[config.mk]
export PLATFORM = sky130hd
export DESIGN_NAME = adc_responder
export DESIGN_NICKNAME = d
export VERILOG_FILES = /design/src/rtl/adc_responder_pkg.sv /design/src/rtl/adc_responder_sync.sv /design/src/rtl/adc_responder.sv
export SDC_FILE = /design/constraint.sdc
export NUM_CORES = 1
export LEC_CHECK = 0
export ABC_AREA = 1
export BUFFER_PORTS_ARGS = -buffer_cell sky130_fd_sc_hd__buf_2
export CORE_UTILIZATION = 55
export CTS_BUF_LIST = sky130_fd_sc_hd__clkbuf_4
export CTS_CLUSTER_DIAMETER = 50
export DETAILED_ROUTE_END_ITERATION = 10
export GPL_TIMING_DRIVEN = 0
export PLACE_DENSITY = 0.83
export REMOVE_ABC_BUFFERS = 1
export SYNTH_ARGS = -nofsm -noshare
export SYNTH_HDL_FRONTEND = slang
export SYNTH_SLANG_ARGS = --single-unit
[constraint.sdc]
create_clock -name CLK100MHZ -period 2.5 [get_ports CLK100MHZ]
set_clock_uncertainty 0.05 [all_clocks]
set_input_delay 0.25 -clock CLK100MHZ [delete_from_list [all_inputs] [get_ports CLK100MHZ]]
set_output_delay 0.25 -clock CLK100MHZ [all_outputs]
set_load 0.1 [all_outputs]
[src/rtl/adc_responder_pkg.sv]
// adc_responder_pkg
//   Shared constants for the ADC stand-in: FSM state encoding, channel count,
//   channel slice width and address width.
package adc_responder_pkg;

  localparam int NUM_CH = 8;   // channels on the flat channel_data bus
  localparam int CH_W   = 8;   // bits per channel code
  localparam int ADDR_W = 3;   // channel address width

  localparam logic [1:0] ST_IDLE    = 2'd0;
  localparam logic [1:0] ST_ARMED   = 2'd1;
  localparam logic [1:0] ST_CONVERT = 2'd2;

endpackage

[src/rtl/adc_responder_sync.sv]
// sync_ff
//   STAGES-deep single-bit synchronizer with asynchronous active-high reset.
//   Ports:
//     clk  - destination clock
//     rst  - asynchronous active-high reset, clears every stage
//     d    - asynchronous input bit
//     q    - synchronized output (last stage)
module sync_ff #(
  parameter int STAGES = 2
) (
  input  logic clk,
  input  logic rst,
  input  logic d,
  output logic q
);

  logic [STAGES-1:0] r_sync;

  always_ff @(posedge clk or posedge rst) begin
    if (rst) r_sync <= '0;
    else     r_sync <= {r_sync[STAGES-2:0], d};
  end

  assign q = r_sync[STAGES-1];

endmodule

[src/rtl/adc_responder.sv]
// adc_responder
//   Synthesizable stand-in for an eight-channel SAR ADC. A synchronized start
//   rise arms the converter and latches the channel address; the start fall
//   samples the selected channel and begins a fixed CONV_CYCLES conversion,
//   after which the code is presented with eoc high.
//   Ports:
//     CLK100MHZ    - system clock (only clock)
//     reset        - asynchronous active-high reset
//     start        - conversion start, asynchronous to CLK100MHZ
//     address      - channel select, stable while start is high
//     channel_data - channel n in bits [8n+7:8n]
//     oe           - output enable for analog_input
//     analog_input - last completed code when oe=1, else 0
//     eoc          - end of conversion, low while converting
//     busy         - high in ARMED or CONVERT
//     conv_count   - completed conversions, wraps modulo 2^16
module adc_responder
  import adc_responder_pkg::*;
#(
  parameter int CONV_CYCLES = 64,
  parameter int SYNC_STAGES = 2
) (
  input  logic                   CLK100MHZ,
  input  logic                   reset,
  input  logic                   start,
  input  logic [ADDR_W-1:0]      address,
  input  logic [NUM_CH*CH_W-1:0] channel_data,
  input  logic                   oe,
  output logic [CH_W-1:0]        analog_input,
  output logic                   eoc,
  output logic                   busy,
  output logic [15:0]            conv_count
);

  localparam logic [15:0] LAST_CNT = 16'(CONV_CYCLES - 1);

  logic              w_start_s;
  logic [ADDR_W-1:0] w_addr_s;
  logic              w_rise;
  logic              w_fall;
  logic [CH_W-1:0]   w_sel;

  logic [1:0]        r_state;
  logic              r_start_d;
  logic [ADDR_W-1:0] r_addr_q;
  logic [CH_W-1:0]   r_hold_q;
  logic [CH_W-1:0]   r_data_q;
  logic [15:0]       r_cnt;
  logic              r_eoc;
  logic              r_busy;
  logic [15:0]       r_conv_count;

  sync_ff #(.STAGES(SYNC_STAGES)) u_start_sync (
    .clk (CLK100MHZ),
    .rst (reset),
    .d   (start),
    .q   (w_start_s)
  );

  // Address bits get the same latency as start, so they line up with the
  // synchronized rise that latches them.
  for (genvar b = 0; b < ADDR_W; b++) begin : g_addr_sync
    sync_ff #(.STAGES(SYNC_STAGES)) u_addr_sync (
      .clk (CLK100MHZ),
      .rst (reset),
      .d   (address[b]),
      .q   (w_addr_s[b])
    );
  end

  assign w_rise = w_start_s & ~r_start_d;
  assign w_fall = ~w_start_s & r_start_d;
  assign w_sel  = channel_data[r_addr_q*CH_W +: CH_W];

  always_ff @(posedge CLK100MHZ or posedge reset) begin
    if (reset) begin
      r_state      <= ST_IDLE;
      r_start_d    <= 1'b0;
      r_addr_q     <= '0;
      r_hold_q     <= '0;
      r_data_q     <= '0;
      r_cnt        <= '0;
      r_eoc        <= 1'b1;
      r_busy       <= 1'b0;
      r_conv_count <= '0;
    end else begin
      r_start_d <= w_start_s;
      case (r_state)
        ST_IDLE: begin
          if (w_rise) begin
            r_addr_q <= w_addr_s;
            r_eoc    <= 1'b0;
            r_busy   <= 1'b1;
            r_state  <= ST_ARMED;
          end
        end
        ST_ARMED: begin
          // No timeout: a start held high keeps us armed indefinitely.
          if (w_fall) begin
            r_hold_q <= w_sel;
            r_cnt    <= '0;
            r_state  <= ST_CONVERT;
          end
        end
        ST_CONVERT: begin
          // A new start rise outranks completion, even on the terminal count.
          if (w_rise) begin
            r_addr_q <= w_addr_s;
            r_state  <= ST_ARMED;
          end else if (r_cnt == LAST_CNT) begin
            r_data_q     <= r_hold_q;
            r_eoc        <= 1'b1;
            r_busy       <= 1'b0;
            r_conv_count <= r_conv_count + 16'd1;
            r_state      <= ST_IDLE;
          end else begin
            r_cnt <= r_cnt + 16'd1;
          end
        end
        default: begin
          r_state <= ST_IDLE;
          r_eoc   <= 1'b1;
          r_busy  <= 1'b0;
        end
      endcase
    end
  end

  assign analog_input = oe ? r_data_q : '0;
  assign eoc          = r_eoc;
  assign busy         = r_busy;
  assign conv_count   = r_conv_count;

endmodule

### Yosys cells after proc, flatten, opt, wreduce, memory -nomap -nowiden

Cells that the tools add are included.

* register bits: 64
* bits of input ports: 71
* output and inout port bits: 26
* logic and storage cells: 58

* add/sub/neg operators: 2
* eq/ne operators: 9
* shift operators: 1
* multiplexer cells: 18
* bitwise operators: 6
* reduce and logical (&&, ||, !) cells: 9

Operator list (number)
* $shiftx A64 B7 Y8: 1
* $mux W16: 3
* $add A16 B1 Y16 const B: 2
* $pmux W16 S2: 1
* $eq A16 B6 Y1 const B: 1
* $ne A2 B2 Y1 const B: 5
* $mux W2: 4
* $mux W8: 1
* $reduce_and A4 Y1: 2
* $mux W1: 6
* $pmux W1 S3: 2
* $pmux W2 S3: 1
* $reduce_and A3 Y1: 2
* $not A1 Y1: 4
* $reduce_and A2 Y1: 2
* $ne A3 B3 Y1 const B: 1
* $and A1 B1 Y1: 2
* $eq A2 B1 Y1 const B: 1
* $eq A2 B2 Y1 const B: 1
* $logic_not A2 Y1: 1
* $reduce_bool A2 Y1: 1
* $reduce_or A2 Y1: 1

### Logic depth before layout (Yosys ltp)

Gate-level depths: netlist (run 1).

* word-level depth: 4
* depth in mapped cells: 10
* depth with buffers taken out: 9

### Modules after synthesis

A second synthesis (run 1) with hierarchy kept.

* cells, all modules: 519
* area total of the unflattened synthesis: 3738.6 µm²

Modules (own cells, without submodules)
* adc_responder: instances 1, cells each 507, area each 3523.4 µm², seq. area each 1402.6 µm²
* sync_ff: instances 4, cells each 3, area each 53.8 µm², seq. area each 50.0 µm²

### Least setup slack after synthesis (run 1)

OpenSTA, ideal clock, no wires.

* path type: flip-flop to flip-flop
* start: register r_conv_count[0], in the netlist conv_count[0]
* end: register r_conv_count[12], in the netlist conv_count[12]
* library setup time: 0.122 ns
* arrival: 1.891 ns
* required time: 2.328 ns
* slack: 0.437 ns
* stages on the path, launching flop included: 9
* buffers on the path: 0
* period minus slack after synthesis: 2.063 ns
* cells stage by stage: dfrtp_1 > ha_1 > nand2_1 > nor2_1 > nand2_1 > nor2_2 > nand2_1 > nand2_1 > nand2_1

* word-level cells in the longest chain between the ends: 1

Ends and longest elaborated chain
* start, declared: line adc_responder.sv:51 `logic [15:0] r_conv_count;`
* start signal, assigned: line adc_responder.sv:114 `r_conv_count <= r_conv_count + 16'd1;`
* $add A16 B1 Y16: line adc_responder.sv:114

No other way between the ends.
A chain may end at the register's enable or synchronous reset.

### Final worst setup path (run 1)

* start: register r_state[0]
* end: register r_conv_count[5], in the netlist conv_count[5]

* word-level cells in the longest chain between the ends: 2

Ends and longest elaborated chain
* start, declared: line adc_responder.sv:43 `logic [1:0] r_state;`
* start signal, assigned: line adc_responder.sv:77 `r_state <= ST_IDLE;`
* start signal, assigned: line adc_responder.sv:94 `r_state <= ST_ARMED;`
* start signal, assigned: line adc_responder.sv:102 `r_state <= ST_CONVERT;`
* $eq A2 B2 Y1: line adc_responder.sv:88 `case (r_state)`
* $reduce_and A3 Y1 (no line)

No other way between the ends.

==> flow_summary.json, run 1 <==
{
  "status": "complete, but fails checks",
  "failed_checks": "DRC",
  "syn_avg_cell_area_um2": 7.190,
  "internal-power_w": 0.002052,
  "required_ns": 2.78,
  "worstPathArrival_ns": 2.27,
  "drt_iter0_markers": 228,
  "grt_pass1_vias": 3553,
  "clk_pin_slew_ns": 0.11,
  "min_delay_path_depth": 5,
  "grt_pass1_wl_mm": 15.01,
  "synth_fa_ha_area_share_pct": 0.6745,
  "antenna_cells": 0,
  "num_rows": 29,
  "tns_ns": 0,
  "port_buffers": 96,
  "start_util_pct": 57.76,
  "synth-seq-area-share_pct": 43.20,
  "multi_input_area_um2": 1849,
  "p_clk_share_pct": 31.9,
  "placed_area_um2": 4213,
  "synth.cell_area_um2": 3710,
  "async_flop_share_pct": 100.0,
  "wl_mm": 8.588,
  "grt_overflow": 0,
  "synth_xor_area_share_pct": 2.125,
  "busiest_layer": "met2",
  "post_cts_buffers": 0,
  "vias": 3712,
  "met3_usage_pct": 4.916,
  "ys_warn_count": 0,
  "worstPathMaxFanout": 24,
  "p_sw_share_pct": 34.83,
  "end_kind": "flip-flop",
  "cp_num_buf_inv": 2,
  "register_area_um2": 1604,
  "cts_max_level": 3,
  "worstPathCellList": "inv_2, nand2_1, nor2_4, nand3_4, clkinv_2, nand2_1, nand2_1, nand2_1",
  "worstRegToRegCells": 8,
  "rr_endpoint": "conv_count[5]",
  "fp.dieH_um": 84.13,
  "viasPerCell": 5.349,
  "netlist_instances": 516,
  "critPathMostFrequentCell": "nand2_1",
  "setup_ws_ns": 0.5030,
  "nets": 685,
  "place_ws_ns": 0.1990,
  "power_frac_comb_pct": 25.7,
  "layout-drive-gt1-share_pct": 21.72,
  "first_pass_iters": 8,
  "worstReg2RegStart": "r_state[0]",
  "ys.flop_type": "dfrtp_1",
  "cap_violations": 0,
  "root_buffer": "clkbuf_4",
  "critPathKind": "flip-flop to flip-flop",
  "gp_congestion": 0.8354,
  "synth_top_family_by_area": "simple AND/OR/NAND/NOR gates",
  "ant_nets": 0,
  "grt_max_degree": 39,
  "routedWlPerCell_um": 12.37,
  "drv_slew": 0,
  "n_fill_cell": 541,
  "post-route-period-util_pct": 79.88,
  "crit_path_top_delay_cell": "dfrtp_1",
  "min_period_ns": 1.997,
  "hold_end": "r_hold_q[3]",
  "min_from": "channel_data[43]",
  "power.switching_w": 0.001097,
  "r2r_slack_ns": 0.50,
  "synth_edf_count": 0,
  "synth_seq_cells": 64,
  "synthMuxAreaShare_pct": 0.3035,
  "syn_to_final_growth_pct": 20.64,
  "ir_drop_mv": 0.4976,
  "die_w_um": 84.13,
  "crit_family": "simple AND/OR/NAND/NOR gates",
  "grt_use_met2_pct": 48.36,
  "dp_hpwl_mm": 6.082,
  "synth_cell_type_count": 32,
  "use_met1_pct": 29.84,
  "clock_path_buffers": 2,
  "clock_latency_ns": 0.43,
  "grtUsageTotal_pct": 26.56,
  "rsz0062_at_grt": "no",
  "core_area_um2": 6422,
  "power_frac_seq_pct": 42.3,
  "crit_path_max_incr_delay_ns": 0.39,
  "final_cell_area_um2": 4476,
  "synth_compound_area_share_pct": 11.03,
  "clock-sinks": 64,
  "finalSetupViolations": 0,
  "cts_tree": "yes",
  "cts_buffers": 9,
  "hold_path_class": "primary input to flip-flop",
  "die_area_um2": 7078,
  "power.density_nw_per_um2": 703.5,
  "pin_count": 97,
  "max_slew_margin_pct": 43.03,
  "synth_simple_gate_area_share_pct": 35.72,
  "antenna_found_initial": 0,
  "worst_pin_slew_ns": 0.8546,
  "drcViolationCount": 6,
  "fmax_ghz": 0.5008,
  "critPathLaunchType": "flip-flop",
  "p_leak_nw": 2.259,
  "finalHoldViolCount": 0
}
==> synthesized netlist by cell type (all sizes together) (2+ instances only) <==
cell type | n | area share [%]
a21oi | 8 | 1.4
inv | 38 | 3.8
ha | 2 | 0.67
o21ai | 46 | 6.2
clkinv | 4 | 0.57
buf | 7 | 1.5
nand3 | 36 | 5.9
nand2 | 160 | 17
dfrtp | 63 | 42
o211ai | 16 | 3.2
clkbuf | 10 | 1.0
nor2 | 99 | 11
nand4 | 8 | 1.3
nor3 | 6 | 0.81
xor2 | 8 | 1.9
==> registers in the layout, summed over array words and instances (netlist names) <==
register                        cells
r_cnt                              16
r_data_q                            8
eoc                                 1
u_start_sync.r_sync                 2
r_state                             2
r_addr_q                            3
g_addr_sync.u_addr_sync.r_sync      6
r_start_d                           1
r_hold_q                            8
busy                                1
conv_count                         16
==> worst max-delay path by stage <==
stage | startpoint | to | slack (ns) | cells after the start
after floorplan | conv_count[0] | conv_count[12] | 0.44 | 8
after global placement | reset | u_start_sync.r_sync[0] | -0.13 | 2
after detailed placement | r_addr_q[0] | r_hold_q[5] | 0.20 | 5
after CTS | r_addr_q[0] | r_hold_q[5] | 0.17 | 5
after global routing | r_addr_q[0] | r_hold_q[5] | 0.33 | 5
final | r_state[0] | conv_count[5] | 0.50 | 8
==> tightest hold or removal path: stages <==
cell      delay [ns]
buf_2           0.07
o21ai_0         0.06
o211ai_1        0.07
nand3_1         0.07
nand2_1         0.05
==> per-layer routing <==
metal	routed length [um]	share of wire, %	up-vias
met5	0	0	-
met4	214	2.5	0
met3	584	6.8	23
met2	4312	50	160
met1	3476	40	1679
li1	-	-	1850
==> power groups by stage <==
stage | registers (W) | logic [W] | clock network (W)
after floorplan | 0.00142 | 0.000502 | 0
after global placement | 0.00134 | 0.000779 | 0
after detailed placement | 0.00135 | 0.000804 | 0
after CTS | 0.00133 | 0.000812 | 0.00101
after global routing | 0.00136 | 0.000919 | 0.00106
final | 0.00133 | 0.000810 | 0.00101
==> layout make-up <==
| cell class | instances | share of cell area [%] |
|---|---|---|
| multi-input combinational | 393 | 41.32 |
| sequential | 64 | 35.84 |
| timing repair buffer | 102 | 12.30 |
| inverter | 42 | 3.662 |
| clock inverter | 7 | 3.215 |
| tap | 77 | 2.153 |
| clock buffer | 9 | 1.510 |
==> kinds of logic (layout without fill, tap and decap cells) <==
family / after synthesis / after routing
and+or+nand+nor: 310 / 310
AOI/OAI and AO/OA: 71 / 71
DFF: 64 / 64
buffers and inverters: 59 / 160
xor gates and xnor gates: 9 / 9
adders and majority gates: 2 / 2
muxes: 1 / 1
==> placed cells by master, fill, tap and decap left out, types with 2 or more instances in the layout <==
cell and instances:
dlygate4sd3_1 5, nor2_1 94, nand2_1 157, clkinvlp_4 2, nor3_1 6, bufinv_16 4
inv_1 36, nand4_1 8, nand3_2 3, nand2_4 2, nand3_4 2, clkinv_4 2
buf_2 96, o21ai_0 46, nor2_4 3, clkbuf_4 9, inv_2 2, nand3_1 31
dfrtp_1 62, o211ai_1 16, a21oi_1 7, clkinv_1 2, xor2_1 8, nor2_2 2
ha_1 2
==> what timing repair did <==
item                                    CTS  global route
endpoints found under the setup margin    0             8
hold buffers                              5             0
hold endpoints to repair                 30             0
gates resized for setup                   0             1
==> stage by stage <==
stage	power, W	utilization, %	instances	hold slack [ns]
floorplan	0.001918	-	499	0.2314
global placement	0.002120	65.28	672	0.2825
detailed placement	0.002150	65.60	673	0.2847
CTS	0.003154	69.67	694	0.1245
global route	0.003342	69.69	694	0.1500
finish	0.003149	69.69	694	0.1362
No activity file was read; power rests on OpenSTA's default activity.
==> inputs of run 2 (changes only) <==
--- a/config.mk
+++ b/config.mk
@@ -5,14 +5,14 @@
 export SDC_FILE = /design/constraint.sdc
 export NUM_CORES = 1
 export LEC_CHECK = 0
-export ABC_AREA = 1
+export ABC_AREA = 0
 export BUFFER_PORTS_ARGS = -buffer_cell sky130_fd_sc_hd__buf_2
-export CORE_UTILIZATION = 55
+export CORE_UTILIZATION = 49
 export CTS_BUF_LIST = sky130_fd_sc_hd__clkbuf_4
 export CTS_CLUSTER_DIAMETER = 50
 export DETAILED_ROUTE_END_ITERATION = 10
 export GPL_TIMING_DRIVEN = 0
-export PLACE_DENSITY = 0.83
+export PLACE_DENSITY = 0.79
 export REMOVE_ABC_BUFFERS = 1
 export SYNTH_ARGS = -nofsm -noshare
 export SYNTH_HDL_FRONTEND = slang
==> constraint.sdc (replaced) <==
create_clock -name CLK100MHZ -period 1.7 [get_ports CLK100MHZ]
set_clock_uncertainty 0.05 [all_clocks]
set_input_delay 0.17 -clock CLK100MHZ [delete_from_list [all_inputs] [get_ports CLK100MHZ]]
set_output_delay 0.17 -clock CLK100MHZ [all_outputs]
set_load 0.1 [all_outputs]
==> run 2 against run 1 <==
- the flow finishes with violations (DRC, setup timing)
- final cell count shrank 28%
- power rose by 54%
- count of clock-buffer cells in the layout rose by 1
- highest routed layer unchanged
==> flow_summary.json, run 2 <==
{
  "status": "complete, but fails checks",
  "failed_checks": "DRC, setup timing",
  "clk_pin_slew_ns": 0.12,
  "num_rows": 29,
  "place_ws_ns": -0.8313,
  "antenna_cells": 0,
  "finalSetupViolations": 26,
  "critPathKind": "flip-flop to flip-flop",
  "antenna_found_initial": 0,
  "power_w": 0.004848,
  "synth_common_cells": "dfrtp_1, nor2_1, a31oi_1, mux4_2, nand3_1",
  "synth_cell_type_count": 41,
  "clock_path_buffers": 2,
  "synth_seq_cells": 64,
  "finalHoldViolCount": 0,
  "dp_hpwl_mm": 5.321,
  "vias": 3089,
  "port_buffers": 96,
  "drcViolationCount": 2,
  "die_area_um2": 7183,
  "pin_count": 97,
  "yosys.area.top_type": "dfrtp_1",
  "synthTopCellsByArea": "dfrtp_1, mux4_2, mux2_2",
  "min_period_ns": 1.830,
  "synth-seq-area-share_pct": 47.76,
  "grt_pass1_vias": 2954,
  "p_leak_nw": 2.178,
  "final_cell_mix": "buf_2, dfrtp_1, nor2_1, mux4_2, a21oi_1",
  "drv_slew": 0,
  "core_area_um2": 6495,
  "start_util_pct": 51.67,
  "viasPerCell": 6.178,
  "clock_latency_ns": 0.42,
  "ys_warn_count": 0,
  "grt_overflow": 0,
  "synth_top_family_by_area": "multiplexers",
  "end_kind": "flip-flop",
  "die_w_um": 84.76,
  "cts_buffers": 9,
  "grtUsageTotal_pct": 24.51,
  "syn_to_final_growth_pct": 37.02,
  "synth_top_area_share_pct": 46.98,
  "ys.flop_type": "dfrtp_1",
  "nets": 491,
  "worstPathMaxFanout": 6,
  "ir_drop_mv": 0.8514,
  "cts_max_level": 3,
  "drt_iter0_markers": 302,
  "hold_ws_ns": 0.2095,
  "rsz0062_at_grt": "yes",
  "max_slew_margin_pct": 49.19,
  "multi_input_area_um2": 1899,
  "clock-sinks": 64,
  "synth_fa_ha_area_share_pct": 0.7457,
  "grt_max_degree": 38,
  "placed_area_um2": 3902,
  "async_flop_share_pct": 100.0,
  "fp.dieH_um": 84.76,
  "synth_xor_area_share_pct": 3.915,
  "synth_simple_gate_area_share_pct": 17.23,
  "n_fill_cell": 442,
  "power.density_nw_per_um2": 1054,
  "final_common_cell": "buf_2",
  "final_cell_area_um2": 4598,
  "wl_mm": 8.819,
  "post-route-period-util_pct": 107.7,
  "required_ns": 1.96,
  "syn_avg_cell_area_um2": 11.53,
  "synth.cell_area_um2": 3356,
  "critPathLaunchType": "flip-flop",
  "routedWlPerCell_um": 17.64,
  "synth_most_common_cell": "dfrtp_1",
  "worstRegToRegCells": 5,
  "register_area_um2": 1614,
  "ant_nets": 0,
  "netlist_instances": 291,
  "gp_congestion": 0.7992,
  "synth_compound_area_share_pct": 10.40,
  "hold_path_class": "primary input to flip-flop",
  "layout-drive-gt1-share_pct": 48.70,
  "synthMuxAreaShare_pct": 17.45,
  "min_delay_path_depth": 4,
  "fmax_ghz": 0.5464,
  "worstPathArrival_ns": 2.09,
  "synth_edf_count": 0,
  "setup_ws_ns": -0.1301,
  "grt_pass1_wl_mm": 13.60,
  "cap_violations": 0,
  "worst_pin_slew_ns": 0.7611,
  "root_buffer": "clkbuf_4",
  "first_pass_iters": 9,
  "cts_tree": "yes"
}
## run 2: cell count changes in the layout (fill, tap and decap cells not counted), moves of 16 or more
| cell | previous run | this run |
|---|---|---|
| mux4_2 | 0 | 16 |
| o21ai_0 | 46 | 6 |
| nand2_1 | 157 | 9 |
| inv_1 | 36 | 8 |
| nand3_1 | 31 | 14 |
| nor2_1 | 94 | 16 |
## run 2: path summary, 6_finish.rpt
check	from	to	slack, ns
worst max register to register	r_start_d	r_data_q[7]	-0.13
worst min register to register	g_addr_sync[1].u_addr_sync.r_sync[0]	g_addr_sync[1].u_addr_sync.r_sync[1]	0.31
min in group asynchronous	reset	r_data_q[1]	0.38
worst max-delay path	r_start_d	r_data_q[7]	-0.13
worst min-delay path	channel_data[16]	r_hold_q[0]	0.21
max in group asynchronous	reset	r_cnt[9]	0.59
## run 2: final cells by class
cell class / count / area share (%)
clock buffer: 10 / 1.633
clock inverter: 6 / 1.306
inverter: 9 / 0.7347
multi-input combinational: 206 / 41.31
sequential: 64 / 35.10
tap: 77 / 2.095
timing repair buffer: 128 / 17.82
## run 2: layer usage
| layer | part of all wire (%) | vias to the layer above | global-route usage [%] |
|---|---|---|---|
| li1 | - | 1357 | - |
| met5 | 0 | - | 0 |
| met1 | 39 | 1529 | 28.99 |
| met4 | 2.4 | 0 | 10.63 |
| met3 | 7.0 | 26 | 5.703 |
| met2 | 51 | 177 | 42.87 |
## run 2: repair_timing
| action | CTS | global route |
|---|---|---|
| hold endpoints to repair | 39 | 0 |
| pin swaps | 9 | 14 |
| buffers inserted | 18 | 8 |
| setup endpoints to repair | 51 | 50 |
| resized for setup | 34 | 31 |
| hold buffers | 5 | 0 |
## run 2: logic make-up after synthesis
logic type | count (synthesis)
multiplexers | 37
AND/OR/NAND/NOR | 98
XOR/XNOR | 15
AO/OA/AOI/OAI | 54
flip-flops | 64
adder cells (fa/ha/maj) | 2
buffers and inverters | 21
## run 2: worst max-delay path, stage by stage, from the launching register on
cell	delay [ns]
dfrtp_1	0.44
nand2b_1	0.32
nand2_1	0.27
nor2_4	0.19
buf_6	0.16
mux2_4	0.30
## run 2: metrics by stage
step / util [%] / TNS, ns / instances
2_1_floorplan: - / -15.44 / 279
3_3_place_gp: 59.78 / -81.22 / 452
3_5_place_dp: 60.08 / -27.50 / 453
4_1_cts: 67.35 / -2.004 / 492
5_1_grt: 70.80 / -4.210 / 500
6_report: 70.80 / -1.930 / 500
## run 2: where the power goes
group	leakage [nW]	internal (W)	switching (W)
clock network	0.0738	0.000457	0.000563
registers	0.819	0.00174	0.000290
logic	1.29	0.000907	0.000891
==> inputs of run 3 (changes only) <==
--- a/config.mk
+++ b/config.mk
@@ -7,6 +7,7 @@
 export LEC_CHECK = 0
 export ABC_AREA = 0
 export BUFFER_PORTS_ARGS = -buffer_cell sky130_fd_sc_hd__buf_2
+export CORE_MARGIN = 2
 export CORE_UTILIZATION = 49
 export CTS_BUF_LIST = sky130_fd_sc_hd__clkbuf_4
 export CTS_CLUSTER_DIAMETER = 50
==> run 3 against run 2 <==
- the flow finishes with violations (setup timing)
- count of clock-buffer cells in the layout unchanged
- critical path depth is 1 higher
- final cell count increased by 1.8%
- die area grew 4.8%
- maximum frequency fell by 4.2%
- critical endpoint is now r_data_q[3]
- largest power group unchanged
==> flow_summary.json, run 3 (same netlist as run 2, synthesis figures left out) <==
{
  "vias": 2977,
  "hold_end": "r_hold_q[1]",
  "grt_pass1_vias": 2885,
  "grtUsageTotal_pct": 24.17,
  "power_w": 0.005087,
  "worstRegToRegCells": 6,
  "p_leak_nw": 2.225,
  "layout-drive-gt1-share_pct": 48.25,
  "syn_to_final_growth_pct": 37.77,
  "required_ns": 1.93,
  "final_cell_mix": "buf_2, dfrtp_1, buf_4, nor2_1",
  "drv_slew": 0,
  "gp_congestion": 0.8111,
  "critPathKind": "flip-flop to flip-flop",
  "worstPathMaxFanout": 6,
  "rr_endpoint": "r_data_q[3]",
  "clock_latency_ns": 0.42,
  "start_util_pct": 49.94,
  "min_from": "channel_data[57]",
  "end_kind": "flip-flop",
  "die_w_um": 86.76,
  "nets": 497,
  "routedWlPerCell_um": 17.54,
  "worst_pin_slew_ns": 0.6844,
  "status": "complete, but fails checks",
  "cts_tree": "yes",
  "final_common_cell": "buf_2",
  "failed_checks": "setup timing",
  "num_rows": 30,
  "antenna_cells": 0,
  "setup_ws_ns": -0.2104,
  "core_area_um2": 6719,
  "clock_path_buffers": 2,
  "cts_buffers": 9,
  "port_buffers": 96,
  "rsz0062_at_grt": "yes",
  "drt_iter0_markers": 216,
  "ir_drop_mv": 0.8525,
  "utilization_pct": 68.81,
  "die_area_um2": 7526,
  "cts_max_level": 3,
  "wl_mm": 8.929,
  "grt_max_degree": 34,
  "cap_violations": 0,
  "grt_pass1_wl_mm": 13.94,
  "antenna_found_initial": 0,
  "r2r_slack_ns": -0.21,
  "worstReg2RegStart": "r_cnt[1]",
  "finalHoldViolCount": 0,
  "clock-sinks": 64,
  "max_slew_margin_pct": 54.31,
  "worstPathArrival_ns": 2.14,
  "hold_ws_ns": 0.2388,
  "finalSetupViolations": 37,
  "fmax_ghz": 0.5234,
  "pin_count": 97,
  "critPathLaunchType": "flip-flop",
  "first_pass_iters": 4,
  "min_delay_path_depth": 4,
  "power.density_nw_per_um2": 1100,
  "post-route-period-util_pct": 112.4,
  "viasPerCell": 5.849,
  "fp.dieH_um": 86.76,
  "dp_hpwl_mm": 5.669,
  "grt_overflow": 0,
  "clk_pin_slew_ns": 0.11,
  "root_buffer": "clkbuf_4",
  "drcViolationCount": 0,
  "min_period_ns": 1.910,
  "hold_path_class": "primary input to flip-flop",
  "ant_nets": 0
}
[run 3: final cells by class]
class / instances / area, um2
clock buffer: 10 / 75.07
clock inverter: 6 / 107.6
fill: 447 / 2096
inverter: 9 / 33.78
multi-input combinational: 206 / 1856
sequential: 64 / 1614
tap: 80 / 100.1
timing repair buffer: 134 / 837.1
[run 3: worst max path at each step]
stage	slack (ns)	to	startpoint
after floorplan	-0.33	conv_count[11]	conv_count[6]
after global placement	-0.87	busy	reset
after detailed placement	-0.88	r_data_q[6]	r_state[1]
after CTS	-0.15	r_data_q[3]	r_cnt[7]
after global routing	-0.29	conv_count[8]	r_cnt[0]
final	-0.21	r_data_q[3]	r_cnt[1]
[run 3: metal layers]
layer	share of wire [%]	wire length, um	vias to the layer above	track usage, %
met2	52	4649	144	39.93
met4	3.0	271	0	8.665
met3	7.1	632	24	6.762
met5	0	0	-	0
met1	38	3375	1436	30.61
li1	-	-	1373	-
[run 3: worst max-delay path, cell delays in order, from the launching register on]
cell	delay, ns
dfrtp_1	0.40
ha_1	0.24
and3_2	0.27
nand4_4	0.18
nor2_4	0.18
buf_6	0.17
mux2_4	0.31
[run 3: metrics by stage]
step	area, um2	cells	setup WS, ns	TNS, ns
global route	4623	509	-0.2852	-7.549
CTS	4409	495	-0.1503	-3.127
finish	4623	509	-0.2104	-4.411
detailed placement	3906	456	-0.8842	-28.51
floorplan	3306	279	-0.3271	-15.44
global placement	3886	455	-0.8664	-80.13
[run 3: repair_timing]
item	4_1_cts	5_1_grt
pin swaps	10	14
setup endpoints to repair	51	53
setup buffers	18	14
hold buffers	5	0
endpoints found under the hold margin	35	0
gates resized for setup	33	20
[run 3: power by group]
group | total (W) | switching (W) | internal [W] | leakage, nW
registers | 0.00202 | 0.000279 | 0.00174 | 0.818
logic | 0.00174 | 0.000844 | 0.000892 | 1.31
clock network | 0.00134 | 0.000578 | 0.000757 | 0.0980
